$ cat config.mk
export PLATFORM = sky130hd
export DESIGN_NAME = program_loader_flat
export DESIGN_NICKNAME = d
export VERILOG_FILES = /design/src/rtl/program_loader_pkg.sv /design/src/rtl/program_loader_if.sv /design/src/rtl/program_loader_insn_pack.sv /design/src/rtl/program_loader.sv /design/src/flat_wrapper.sv
export SDC_FILE = /design/constraint.sdc
export NUM_CORES = 1
export LEC_CHECK = 0
export CAP_MARGIN = 20
export CORE_MARGIN = 5
export CORE_UTILIZATION = 41
export DETAILED_ROUTE_END_ITERATION = 7
export PLACE_DENSITY = 0.76
export SYNTH_ARGS = -nofsm -noshare
export SYNTH_HDL_FRONTEND = slang
export SYNTH_SLANG_ARGS = --single-unit
$ cat constraint.sdc
create_clock -name clock -period 2 [get_ports clock]
set_input_delay 0.5 -clock clock [delete_from_list [all_inputs] [get_ports clock]]
set_output_delay 0.5 -clock clock [all_outputs]
set_load 0.05 [all_outputs]
$ cat src/rtl/program_loader_pkg.sv
// program_loader_pkg
// Shared definitions for the program loader and the decode-side checker:
// instruction field widths, bit positions inside the 32-bit instruction word,
// the loader state enum and the field-to-word pack function.
package program_loader_pkg;

   localparam int ICODE_W = 4;
   localparam int IFUN_W  = 4;
   localparam int REG_W   = 4;
   localparam int VALC_W  = 16;
   localparam int WORD_W  = 32;

   localparam int ICODE_MSB = 31;
   localparam int IFUN_MSB  = 27;
   localparam int RA_MSB    = 23;
   localparam int RB_MSB    = 19;
   localparam int VALC_MSB  = 15;

   typedef enum logic [1:0] {
      ST_IDLE    = 2'd0,
      ST_LOAD    = 2'd1,
      ST_HANDOFF = 2'd2,
      ST_RUN     = 2'd3
   } state_e;

   // Single definition of the instruction layout, shared by loader and decoder.
   function automatic logic [WORD_W-1:0] pack_insn(
      input logic [ICODE_W-1:0] icode,
      input logic [IFUN_W-1:0]  ifun,
      input logic [REG_W-1:0]   ra,
      input logic [REG_W-1:0]   rb,
      input logic [VALC_W-1:0]  valc
   );
      logic [WORD_W-1:0] w;
      w = '0;
      w[ICODE_MSB -: ICODE_W] = icode;
      w[IFUN_MSB  -: IFUN_W]  = ifun;
      w[RA_MSB    -: REG_W]   = ra;
      w[RB_MSB    -: REG_W]   = rb;
      w[VALC_MSB  -: VALC_W]  = valc;
      return w;
   endfunction

endpackage

$ cat src/rtl/program_loader_if.sv
// program_loader_if
// Instruction-field stream into the loader (valid/ready handshake).
//   in_valid                       : source has fields this cycle
//   in_ready                       : loader accepts fields this cycle
//   in_icode/in_ifun/in_rA/in_rB   : 4-bit instruction fields
//   in_valC                        : 16-bit constant field
//   in_last                        : marks the final instruction of the program
// master = field source, slave = loader.
interface program_loader_if;
   import program_loader_pkg::*;

   logic                 in_valid;
   logic                 in_ready;
   logic [ICODE_W-1:0]   in_icode;
   logic [IFUN_W-1:0]    in_ifun;
   logic [REG_W-1:0]     in_rA;
   logic [REG_W-1:0]     in_rB;
   logic [VALC_W-1:0]    in_valC;
   logic                 in_last;

   modport master (
      output in_valid, in_icode, in_ifun, in_rA, in_rB, in_valC, in_last,
      input  in_ready
   );

   modport slave (
      input  in_valid, in_icode, in_ifun, in_rA, in_rB, in_valC, in_last,
      output in_ready
   );

endinterface

$ cat src/rtl/program_loader_insn_pack.sv
// insn_pack
// Combinational field-to-word packer, reusable by the decode-side checker.
//   icode_i, ifun_i, ra_i, rb_i : 4-bit fields
//   valc_i                      : 16-bit constant
//   word_o                      : packed 32-bit instruction word
module insn_pack
   import program_loader_pkg::*;
(
   input  logic [ICODE_W-1:0] icode_i,
   input  logic [IFUN_W-1:0]  ifun_i,
   input  logic [REG_W-1:0]   ra_i,
   input  logic [REG_W-1:0]   rb_i,
   input  logic [VALC_W-1:0]  valc_i,
   output logic [WORD_W-1:0]  word_o
);

   assign word_o = pack_insn(icode_i, ifun_i, ra_i, rb_i, valc_i);

endmodule

$ cat src/rtl/program_loader.sv
// program_loader
// Accepts decoded instruction fields, packs them and writes them to the
// processor's program RAM at consecutive addresses from BASE_ADDR, then
// waits HANDOFF_DELAY cycles and raises `working` to hand the RAM to fetch.
//   clock, reset : sole clock (rising edge), synchronous active-high reset
//   start        : one-cycle pulse opening a load session (IDLE or RUN only)
//   in_if        : field stream (slave side)
//   addr/wr/wdata: registered RAM write port
//   working      : fetch enable
//   count        : words written in the current or last session
//   overflow     : sticky, RAM filled before in_last arrived
module program_loader
   import program_loader_pkg::*;
#(
   parameter logic [8:0]  BASE_ADDR     = 9'd0,
   parameter int unsigned DEPTH         = 512,
   parameter int unsigned HANDOFF_DELAY = 2
) (
   input  logic               clock,
   input  logic               reset,
   input  logic               start,
   program_loader_if.slave    in_if,
   output logic [8:0]         addr,
   output logic               wr,
   output logic [WORD_W-1:0]  wdata,
   output logic               working,
   output logic [9:0]         count,
   output logic               overflow
);

   localparam logic [8:0] LAST_ADDR = 9'(DEPTH - 1);
   // Counter is loaded with DELAY-1 so HANDOFF lasts exactly DELAY cycles.
   localparam logic [3:0] HOLD_INIT = 4'(HANDOFF_DELAY - 1);

   state_e              state_q, state_d;
   logic [8:0]          ptr_q, ptr_d;
   logic [8:0]          addr_q, addr_d;
   logic                wr_q, wr_d;
   logic [WORD_W-1:0]   wdata_q, wdata_d;
   logic [9:0]          count_q, count_d;
   logic                overflow_q, overflow_d;
   logic [3:0]          hcnt_q, hcnt_d;

   logic                ready;
   logic                xfer;
   logic                at_end;
   logic [WORD_W-1:0]   packed_word;

   insn_pack u_pack (
      .icode_i (in_if.in_icode),
      .ifun_i  (in_if.in_ifun),
      .ra_i    (in_if.in_rA),
      .rb_i    (in_if.in_rB),
      .valc_i  (in_if.in_valC),
      .word_o  (packed_word)
   );

   assign xfer   = in_if.in_valid & ready;
   assign at_end = (ptr_q == LAST_ADDR);

   // State and datapath registers.
   always_ff @(posedge clock) begin
      if (reset) begin
         state_q    <= ST_IDLE;
         ptr_q      <= BASE_ADDR;
         addr_q     <= '0;
         wr_q       <= 1'b0;
         wdata_q    <= '0;
         count_q    <= '0;
         overflow_q <= 1'b0;
         hcnt_q     <= '0;
      end else begin
         state_q    <= state_d;
         ptr_q      <= ptr_d;
         addr_q     <= addr_d;
         wr_q       <= wr_d;
         wdata_q    <= wdata_d;
         count_q    <= count_d;
         overflow_q <= overflow_d;
         hcnt_q     <= hcnt_d;
      end
   end

   // Next state.
   always_comb begin
      state_d = state_q;
      unique case (state_q)
         ST_IDLE, ST_RUN: if (start) state_d = ST_LOAD;
         // The last RAM word ends the session even without in_last.
         ST_LOAD:         if (xfer && (in_if.in_last || at_end)) state_d = ST_HANDOFF;
         ST_HANDOFF:      if (hcnt_q == 4'd0) state_d = ST_RUN;
         default:         state_d = ST_IDLE;
      endcase
   end

   // Datapath next values.
   always_comb begin
      ptr_d      = ptr_q;
      addr_d     = addr_q;
      wr_d       = 1'b0;
      wdata_d    = wdata_q;
      count_d    = count_q;
      overflow_d = overflow_q;
      hcnt_d     = hcnt_q;
      case (state_q)
         ST_IDLE, ST_RUN: begin
            if (start) begin
               ptr_d      = BASE_ADDR;
               count_d    = '0;
               overflow_d = 1'b0;
            end
         end
         ST_LOAD: begin
            if (xfer) begin
               addr_d     = ptr_q;
               wdata_d    = packed_word;
               wr_d       = 1'b1;
               count_d    = count_q + 10'd1;
               // Hold at the last word instead of wrapping; the session ends here.
               ptr_d      = at_end ? ptr_q : ptr_q + 9'd1;
               overflow_d = at_end & ~in_if.in_last;
               hcnt_d     = HOLD_INIT;
            end
         end
         ST_HANDOFF: begin
            if (hcnt_q != 4'd0) hcnt_d = hcnt_q - 4'd1;
         end
         default: ;
      endcase
   end

   // Outputs decoded from state.
   always_comb begin
      ready   = (state_q == ST_LOAD);
      working = (state_q == ST_RUN);
   end

   assign in_if.in_ready = ready;
   assign addr           = addr_q;
   assign wr             = wr_q;
   assign wdata          = wdata_q;
   assign count          = count_q;
   assign overflow       = overflow_q;

endmodule
$ cat src/flat_wrapper.sv
// flat-port wrapper written by rule: the top's interface ports become plain ports
module program_loader_flat import program_loader_pkg::*;
#(
   parameter logic [8:0]  BASE_ADDR     = 9'd0,
   parameter int unsigned DEPTH         = 512,
   parameter int unsigned HANDOFF_DELAY = 2
)
  (clock, reset, start, addr, wr, wdata, working, count, overflow, in_if_in_valid, in_if_in_icode, in_if_in_ifun, in_if_in_rA, in_if_in_rB, in_if_in_valC, in_if_in_last, in_if_in_ready);
  program_loader_if in_if_i ();
  input  logic clock;
  input  logic reset;
  input  logic start;
  output logic [8:0] addr;
  output logic wr;
  output logic [WORD_W-1:0] wdata;
  output logic working;
  output logic [9:0] count;
  output logic overflow;
  input wire logic [$bits(in_if_i.in_valid)-1:0] in_if_in_valid;
  input wire logic [$bits(in_if_i.in_icode)-1:0] in_if_in_icode;
  input wire logic [$bits(in_if_i.in_ifun)-1:0] in_if_in_ifun;
  input wire logic [$bits(in_if_i.in_rA)-1:0] in_if_in_rA;
  input wire logic [$bits(in_if_i.in_rB)-1:0] in_if_in_rB;
  input wire logic [$bits(in_if_i.in_valC)-1:0] in_if_in_valC;
  input wire logic [$bits(in_if_i.in_last)-1:0] in_if_in_last;
  output wire logic [$bits(in_if_i.in_ready)-1:0] in_if_in_ready;
  assign in_if_i.in_valid = in_if_in_valid;
  assign in_if_i.in_icode = in_if_in_icode;
  assign in_if_i.in_ifun = in_if_in_ifun;
  assign in_if_i.in_rA = in_if_in_rA;
  assign in_if_i.in_rB = in_if_in_rB;
  assign in_if_i.in_valC = in_if_in_valC;
  assign in_if_i.in_last = in_if_in_last;
  assign in_if_in_ready = in_if_i.in_ready;
  program_loader #(.BASE_ADDR(BASE_ADDR), .DEPTH(DEPTH), .HANDOFF_DELAY(HANDOFF_DELAY)) u_core (.clock(clock), .reset(reset), .start(start), .in_if(in_if_i), .addr(addr), .wr(wr), .wdata(wdata), .working(working), .count(count), .overflow(overflow));
endmodule
Word level (Yosys, flattened, before mapping)
Index checks and enable logic that the tools add are counted.
{ "totals": {"regBits": 68, "out_inout_bits": 55, "word_cells": 57, "input_bits": 37} }
{ "op_classes": {"n_bitwise": 4, "addsub": 3, "reduce_logical": 14, "n_eq_ne": 10, "mux": 18} }
{ "op_table": {"columns": ["op", "count"], "rows": [
  ["9-bit 2-to-1 mux", 3],
  ["10-bit 2-to-1 mux", 2],
  ["10-bit case mux with 2 select lines", 1],
  ["9-bit case mux with 2 select lines", 1],
  ["10-bit by 1-bit adder with 10-bit output, second input constant", 1],
  ["9-bit by 1-bit adder with 9-bit output, second input constant", 1],
  ["9-bit == test, second input constant", 1],
  ["3-bit AND reduction", 3],
  ["4-bit 2-to-1 mux", 2],
  ["2-bit inequality test, second input constant", 4],
  ["4-bit case mux with 2 select lines", 1],
  ["2-bit 2-to-1 mux", 3],
  ["2-bit case mux with 3 select lines", 1],
  ["2-bit == test, second input constant", 2],
  ["4-bit logical NOT", 1],
  ["2-bit by 1-bit inequality test with 1-bit output, second input constant", 2],
  ["4-bit AND reduction", 1],
  ["2-bit nonzero test", 2],
  ["4-bit nonzero test", 1],
  ["2-bit OR reduction", 2],
  ["4-bit by 1-bit subtractor with 4-bit output, second input constant", 1],
  ["1-bit 2-to-1 mux", 3],
  ["1-bit bitwise AND", 2],
  ["2-bit by 1-bit == test with 1-bit output, second input constant", 1],
  ["6 further kinds", 7]
]} }

Longest topological paths before layout
{ "depth": {"ltp_word": 5, "mapped_depth": 8} }

Modules after synthesis
From an unflattened synthesis, not the netlist that was laid out.
{ "hier_totals": {"cells_unflattened": 376, "area_unflattened_um2": 3015.4} }
{ "by_module_without_submodules": {"columns": ["module", "seq_area_each_um2", "cells_each", "n_inst", "area_each_um2"], "rows": [
  ["program_loader", 1361.3, 344, 1, 2775.2],
  ["insn_pack", 0.0, 32, 1, 240.2]
]} }

Worst setup path after synthesis
Ideal clock, no wire load.
{ "synth_timing": {"path_kind": "flip-flop to flip-flop", "from": "register u_core.state_q[0]", "to": "register u_core.count_q[7], in the netlist u_core.count[7]", "synth_period_minus_slack_ps": 2146, "t_arrival_ps": 2076, "path_stages_with_launch": 6, "setup_slack_ps": -146, "setup_time_ps": 70, "path_buffers": 0, "required_ps": 1930, "cell_sequence": "dfxtp_1 > ha_1 > o211ai_1 > or3_4 > or4_1 > a21oi_1"} }
{ "synth_between": {"elab_chain_len": 4} }
{ "synth_rtl": {"columns": ["element", "line", "text"], "rows": [
  ["start: declaration", "program_loader.sv:35", "state_e state_q, state_d;"],
  ["start signal: assignment", "program_loader.sv:73", "state_q <= state_d;"],
  ["2-bit by 1-bit == test with 1-bit output (*)", "program_loader.sv:134", "ready = (state_q == ST_LOAD);"],
  ["net in_if_in_ready", "flat_wrapper.sv:26", "output wire logic [$bits(in_if_i.in_ready)-1:0] in_if_in_ready;"],
  ["1-bit bitwise AND", "program_loader.sv:58", "assign xfer = in_if.in_valid & ready;"],
  ["2-bit inequality test (no line)", null, null],
  ["3-bit AND reduction (no line)", null, null],
  ["end signal: assignment", "program_loader.sv:78", "count_q <= count_d;"],
  ["end: declaration", "program_loader.sv:40", "logic [9:0] count_q, count_d;"]
]} }
Mark *: on every way through the listed nets, which the timed path passes. The rest lies on a longest branch.
A chain may end at the register's enable or synchronous reset.

Worst setup path after layout
{ "layout_timing": {"from": "register u_core.state_q[0]", "to": "register u_core.count_q[7], in the netlist u_core.count[7]"} }
{ "layout_between": {"elab_chain_len": 4} }
{ "layout_rtl": {"columns": ["element", "line"], "rows": [
  ["2-bit by 1-bit == test with 1-bit output, or another cell as far along", "program_loader.sv:105, program_loader.sv:134"],
  ["1-bit bitwise AND or 2-bit OR reduction (tied branches)", "program_loader.sv:58, program_loader.sv:105"],
  ["2-bit inequality test (no line) or 2-bit nonzero test (tied branches)", null],
  ["3-bit AND reduction (no line)", null]
]} }
Several ways; a longest one is shown, not always the timed one.

==> impl_metrics.py <==
metrics = {
    "status": {
        "outcome": "complete, no violations",
    },
    "placement": {
        "place.detailed.hpwl_um": 5004,
        "portBuffers": 91,
        "postPlaceCellArea_mm2": 0.003913,
        "place.gp.congestion": 0.7675,
    },
    "power_and_ir_drop": {
        "p_leak_nw": 1.891,
        "ir_worst_vdd_mv": 0.5266,
        "powerDensity_mw_per_mm2": 1103,
    },
    "finish": {
        "num-fill-cells": 578,
        "antenna_cells": 0,
        "nets": 493,
        "drive_above_1_share": 0.1943,
        "stdcell_area_mm2": 0.004217,
        "syn_to_final_growth_pct": 50.45,
    },
    "yosys": {
        "yosys_warnings": 0,
        "syn_area_per_cell_um2": 8.243,
        "postSynthCellCount": 340,
        "synthesis.nets": 385,
        "synth.cell_area_mm2": 0.002803,
        "ys_seq_area_frac": 0.4857,
        "ys_seq_elements": 68,
        "ys_types": 41,
    },
    "global_route": {
        "grt_pass1_wl_um": 11400,
        "antenna_found_initial": 0,
        "grt_max_degree": 39,
        "overflow": 0,
        "first_global_vias": 2501,
        "track_usage": 0.1659,
    },
    "clock_tree": {
        "clock-sinks": 68,
        "post-cts-setup-buffers": 0,
        "cts-root-buf": "clkbuf_8",
        "ctsHtreeMaxLevel": 3,
        "clockBufferDepth": 2,
        "path_clk_slew_ns": 0.07,
        "cts_tree": "built",
        "clkLatencyLatePin_ns": 0.34,
        "numCtsBuffers": 9,
    },
    "route": {
        "via_per_inst": 5.073,
        "routed-via-count": 2704,
        "dr.pass1.iters": 4,
        "routed_wl_um": 7079,
        "drcViolationCount": 0,
        "postRouteAntennaNets": 0,
        "post_drt_wl_per_cell_um": 13.28,
        "drt_iter0_markers": 104,
    },
    "sta": {
        "fmax_mhz": 517.4,
        "hold_viol_final": 0,
        "period_minus_slack_ns": 1.933,
        "timing.hold.ws_ns": 0.4509,
        "drv_slew": 0,
        "slew_headroom": 0.6574,
        "setup_viol": 0,
        "period_share": 0.9663,
        "finalSetupTns_ns": 0,
        "rsz0062_at_grt": "true",
        "skew_ns": 0.008829,
        "worstMarginPinSlew_ns": 0.5131,
    },
    "critical_path": {
        "path_max_fanout": 6,
        "cp_slowest_stage_delay_ns": 0.49,
        "critPathArrivalTime_ns": 2.20,
        "worstSetupPathType": "reg -> reg",
        "start_kind": "flip-flop",
        "path_cells": "inv_1 -> ha_4 -> nor2b_1 -> or3_4 -> or4_1 -> a21oi_1",
        "cp-end-kind": "flip-flop",
        "cp_data_required_time_ns": 2.27,
        "cpMaxStageDelayCell": "or4_1",
    },
    "run": {
        "cap_violations": 0,
    },
    "floorplan": {
        "die_area_mm2": 0.008590,
        "io_pins": 92,
        "die_width_um": 92.68,
        "coreArea_mm2": 0.006719,
        "die_y_um": 92.68,
        "placementRows": 30,
        "start_util": 0.4171,
    },
    "min_path": {
        "hold_class": "reg -> reg",
    },
}
==> final cells by class <==
| type | instances | area (um2) | share of cell area |
|---|---|---|---|
| clock buffer | 10 | 137.6 | 0.03264 |
| clock inverter | 6 | 63.81 | 0.01513 |
| inverter | 7 | 26.28 | 0.006231 |
| multi-input combinational | 245 | 1409 | 0.3341 |
| sequential | 68 | 1364 | 0.3234 |
| tap | 80 | 100.1 | 0.02374 |
| timing repair buffer | 117 | 1116 | 0.2647 |
==> synthesized netlist by cell type <==
cell / n / area share
or2_2: 1 / 0.0022
mux2i_1: 4 / 0.014
a2111oi_0: 3 / 0.0094
nand3_1: 7 / 0.012
and2_1: 3 / 0.0067
xnor2_1: 12 / 0.037
clkbuf_1: 18 / 0.024
and4_1: 1 / 0.0031
a31oi_1: 1 / 0.0022
o2111a_1: 1 / 0.0040
dfxtp_1: 68 / 0.49
a21oi_1: 48 / 0.086
nor4b_1: 2 / 0.0063
o21bai_1: 1 / 0.0027
nor3_1: 3 / 0.0054
nand4_1: 5 / 0.011
buf_2: 1 / 0.0018
nor2_1: 22 / 0.029
o211ai_1: 1 / 0.0027
inv_1: 7 / 0.0094
ha_1: 8 / 0.036
a21o_1: 1 / 0.0027
o21ai_0: 5 / 0.0089
or3_1: 1 / 0.0022
a211oi_1: 6 / 0.016
o31ai_1: 1 / 0.0027
or3b_2: 1 / 0.0031
nor3b_1: 2 / 0.0054
xor2_1: 1 / 0.0031
o31a_1: 1 / 0.0031
nand2_1: 87 / 0.12
nor2b_1: 3 / 0.0067
nand4b_1: 2 / 0.0063
nand2b_1: 4 / 0.0089
and3_1: 1 / 0.0022
buf_1: 1 / 0.0013
or3_4: 1 / 0.0040
nor4_1: 2 / 0.0045
nand4bb_1: 1 / 0.0040
o21ba_2: 1 / 0.0036
or4_1: 1 / 0.0027
==> per-stage QoR <==
step / std cells / util / total power [W] / worst slack (ns)
finish: 533 / 0.6276 / 0.004652 / 0.06733
global route: 533 / 0.6276 / 0.004926 / -0.002953
CTS: 533 / 0.6115 / 0.004589 / 0.002019
detailed placement: 517 / 0.5823 / 0.003435 / -0.2006
global placement: 517 / 0.5823 / 0.003408 / -0.1755
floorplan: 340 / - / 0.002754 / 0.02829
==> placed cells by master (no fill, tap or decap), types with 3 or more instances in the layout <==
| master | Yosys | routed |
|---|---|---|
| nand2b_1 | 4 | 3 |
| mux2i_1 | 4 | 4 |
| clkdlybuf4s50_1 | 0 | 35 |
| buf_4 | 0 | 48 |
| clkbuf_8 | 0 | 10 |
| and2_1 | 3 | 3 |
| nor2b_1 | 3 | 3 |
| nor3_1 | 3 | 3 |
| inv_1 | 7 | 7 |
| nand3_1 | 7 | 7 |
| nand2_1 | 87 | 87 |
| dlygate4sd2_1 | 0 | 11 |
| a21oi_1 | 48 | 46 |
| dfxtp_1 | 68 | 66 |
| a211oi_1 | 6 | 5 |
| dlymetal6s2s_1 | 0 | 17 |
| buf_12 | 0 | 4 |
| ha_1 | 8 | 4 |
| nand4_1 | 5 | 5 |
| o21ai_0 | 5 | 5 |
| nor2_1 | 22 | 22 |
| xnor2_1 | 12 | 12 |
| a2111oi_2 | 0 | 3 |
==> worst max-delay path, delay by kind of cell (launching register included) <==
family          cells  cell delay [ns]
compound gates      1             0.15
fa+ha+maj           1             0.27
buf+inv             1             0.08
flops               1             0.35
simple gates        3             1.04
==> state kept, by name (all words and copies together), names as in the netlist <==
register         count
u_core.state_q       2
u_core.ptr_q         9
u_core.overflow      1
u_core.count        10
u_core.addr          9
u_core.wdata        32
u_core.wr            1
u_core.hcnt_q        4
==> what timing repair did <==
| item | CTS | global route |
|---|---|---|
| pin swaps | 0 | 2 |
| gates resized for setup | 15 | 32 |
| cloned | 0 | 0 |
| endpoints found under the setup margin | 15 | 25 |
| hold buffers | 0 | 0 |
==> path summary, 6_finish.rpt <==
kind | endpoint | from | slack (ns) | cells past startpoint
max | u_core.count[7] | u_core.state_q[0] | 0.07 | 6
min | u_core.wdata[9] | u_core.wdata[9] | 0.45 | 2
max reg2reg | u_core.count[7] | u_core.state_q[0] | 0.07 | 6
min reg2reg | u_core.wdata[9] | u_core.wdata[9] | 0.45 | 2
==> cells by family after synthesis <==
family,share of synthesized area
compound gates,0.1438
xor+xnor,0.04063
fa+ha+maj,0.03572
buf+inv,0.03660
flops,0.4857
mux,0.01429
simple gates,0.2433
==> layer usage <==
layer | track usage | routed length (um) | vias up
met2 | 0.2659 | 3302 | 88
li1 | - | - | 1360
met4 | 0.08059 | 140 | 0
met5 | 0 | 0 | -
met3 | 0.06499 | 660 | 10
met1 | 0.1934 | 2975 | 1246
==> power breakdown <==
part	total, W	switching (W)	internal (W)	leakage (nW)
combinational	0.00191	0.00112	0.000789	1.24
clock	0.00114	0.000533	0.000607	0.0983
sequential	0.00161	0.0000983	0.00151	0.552
No activity file was read; power rests on OpenSTA's default activity.
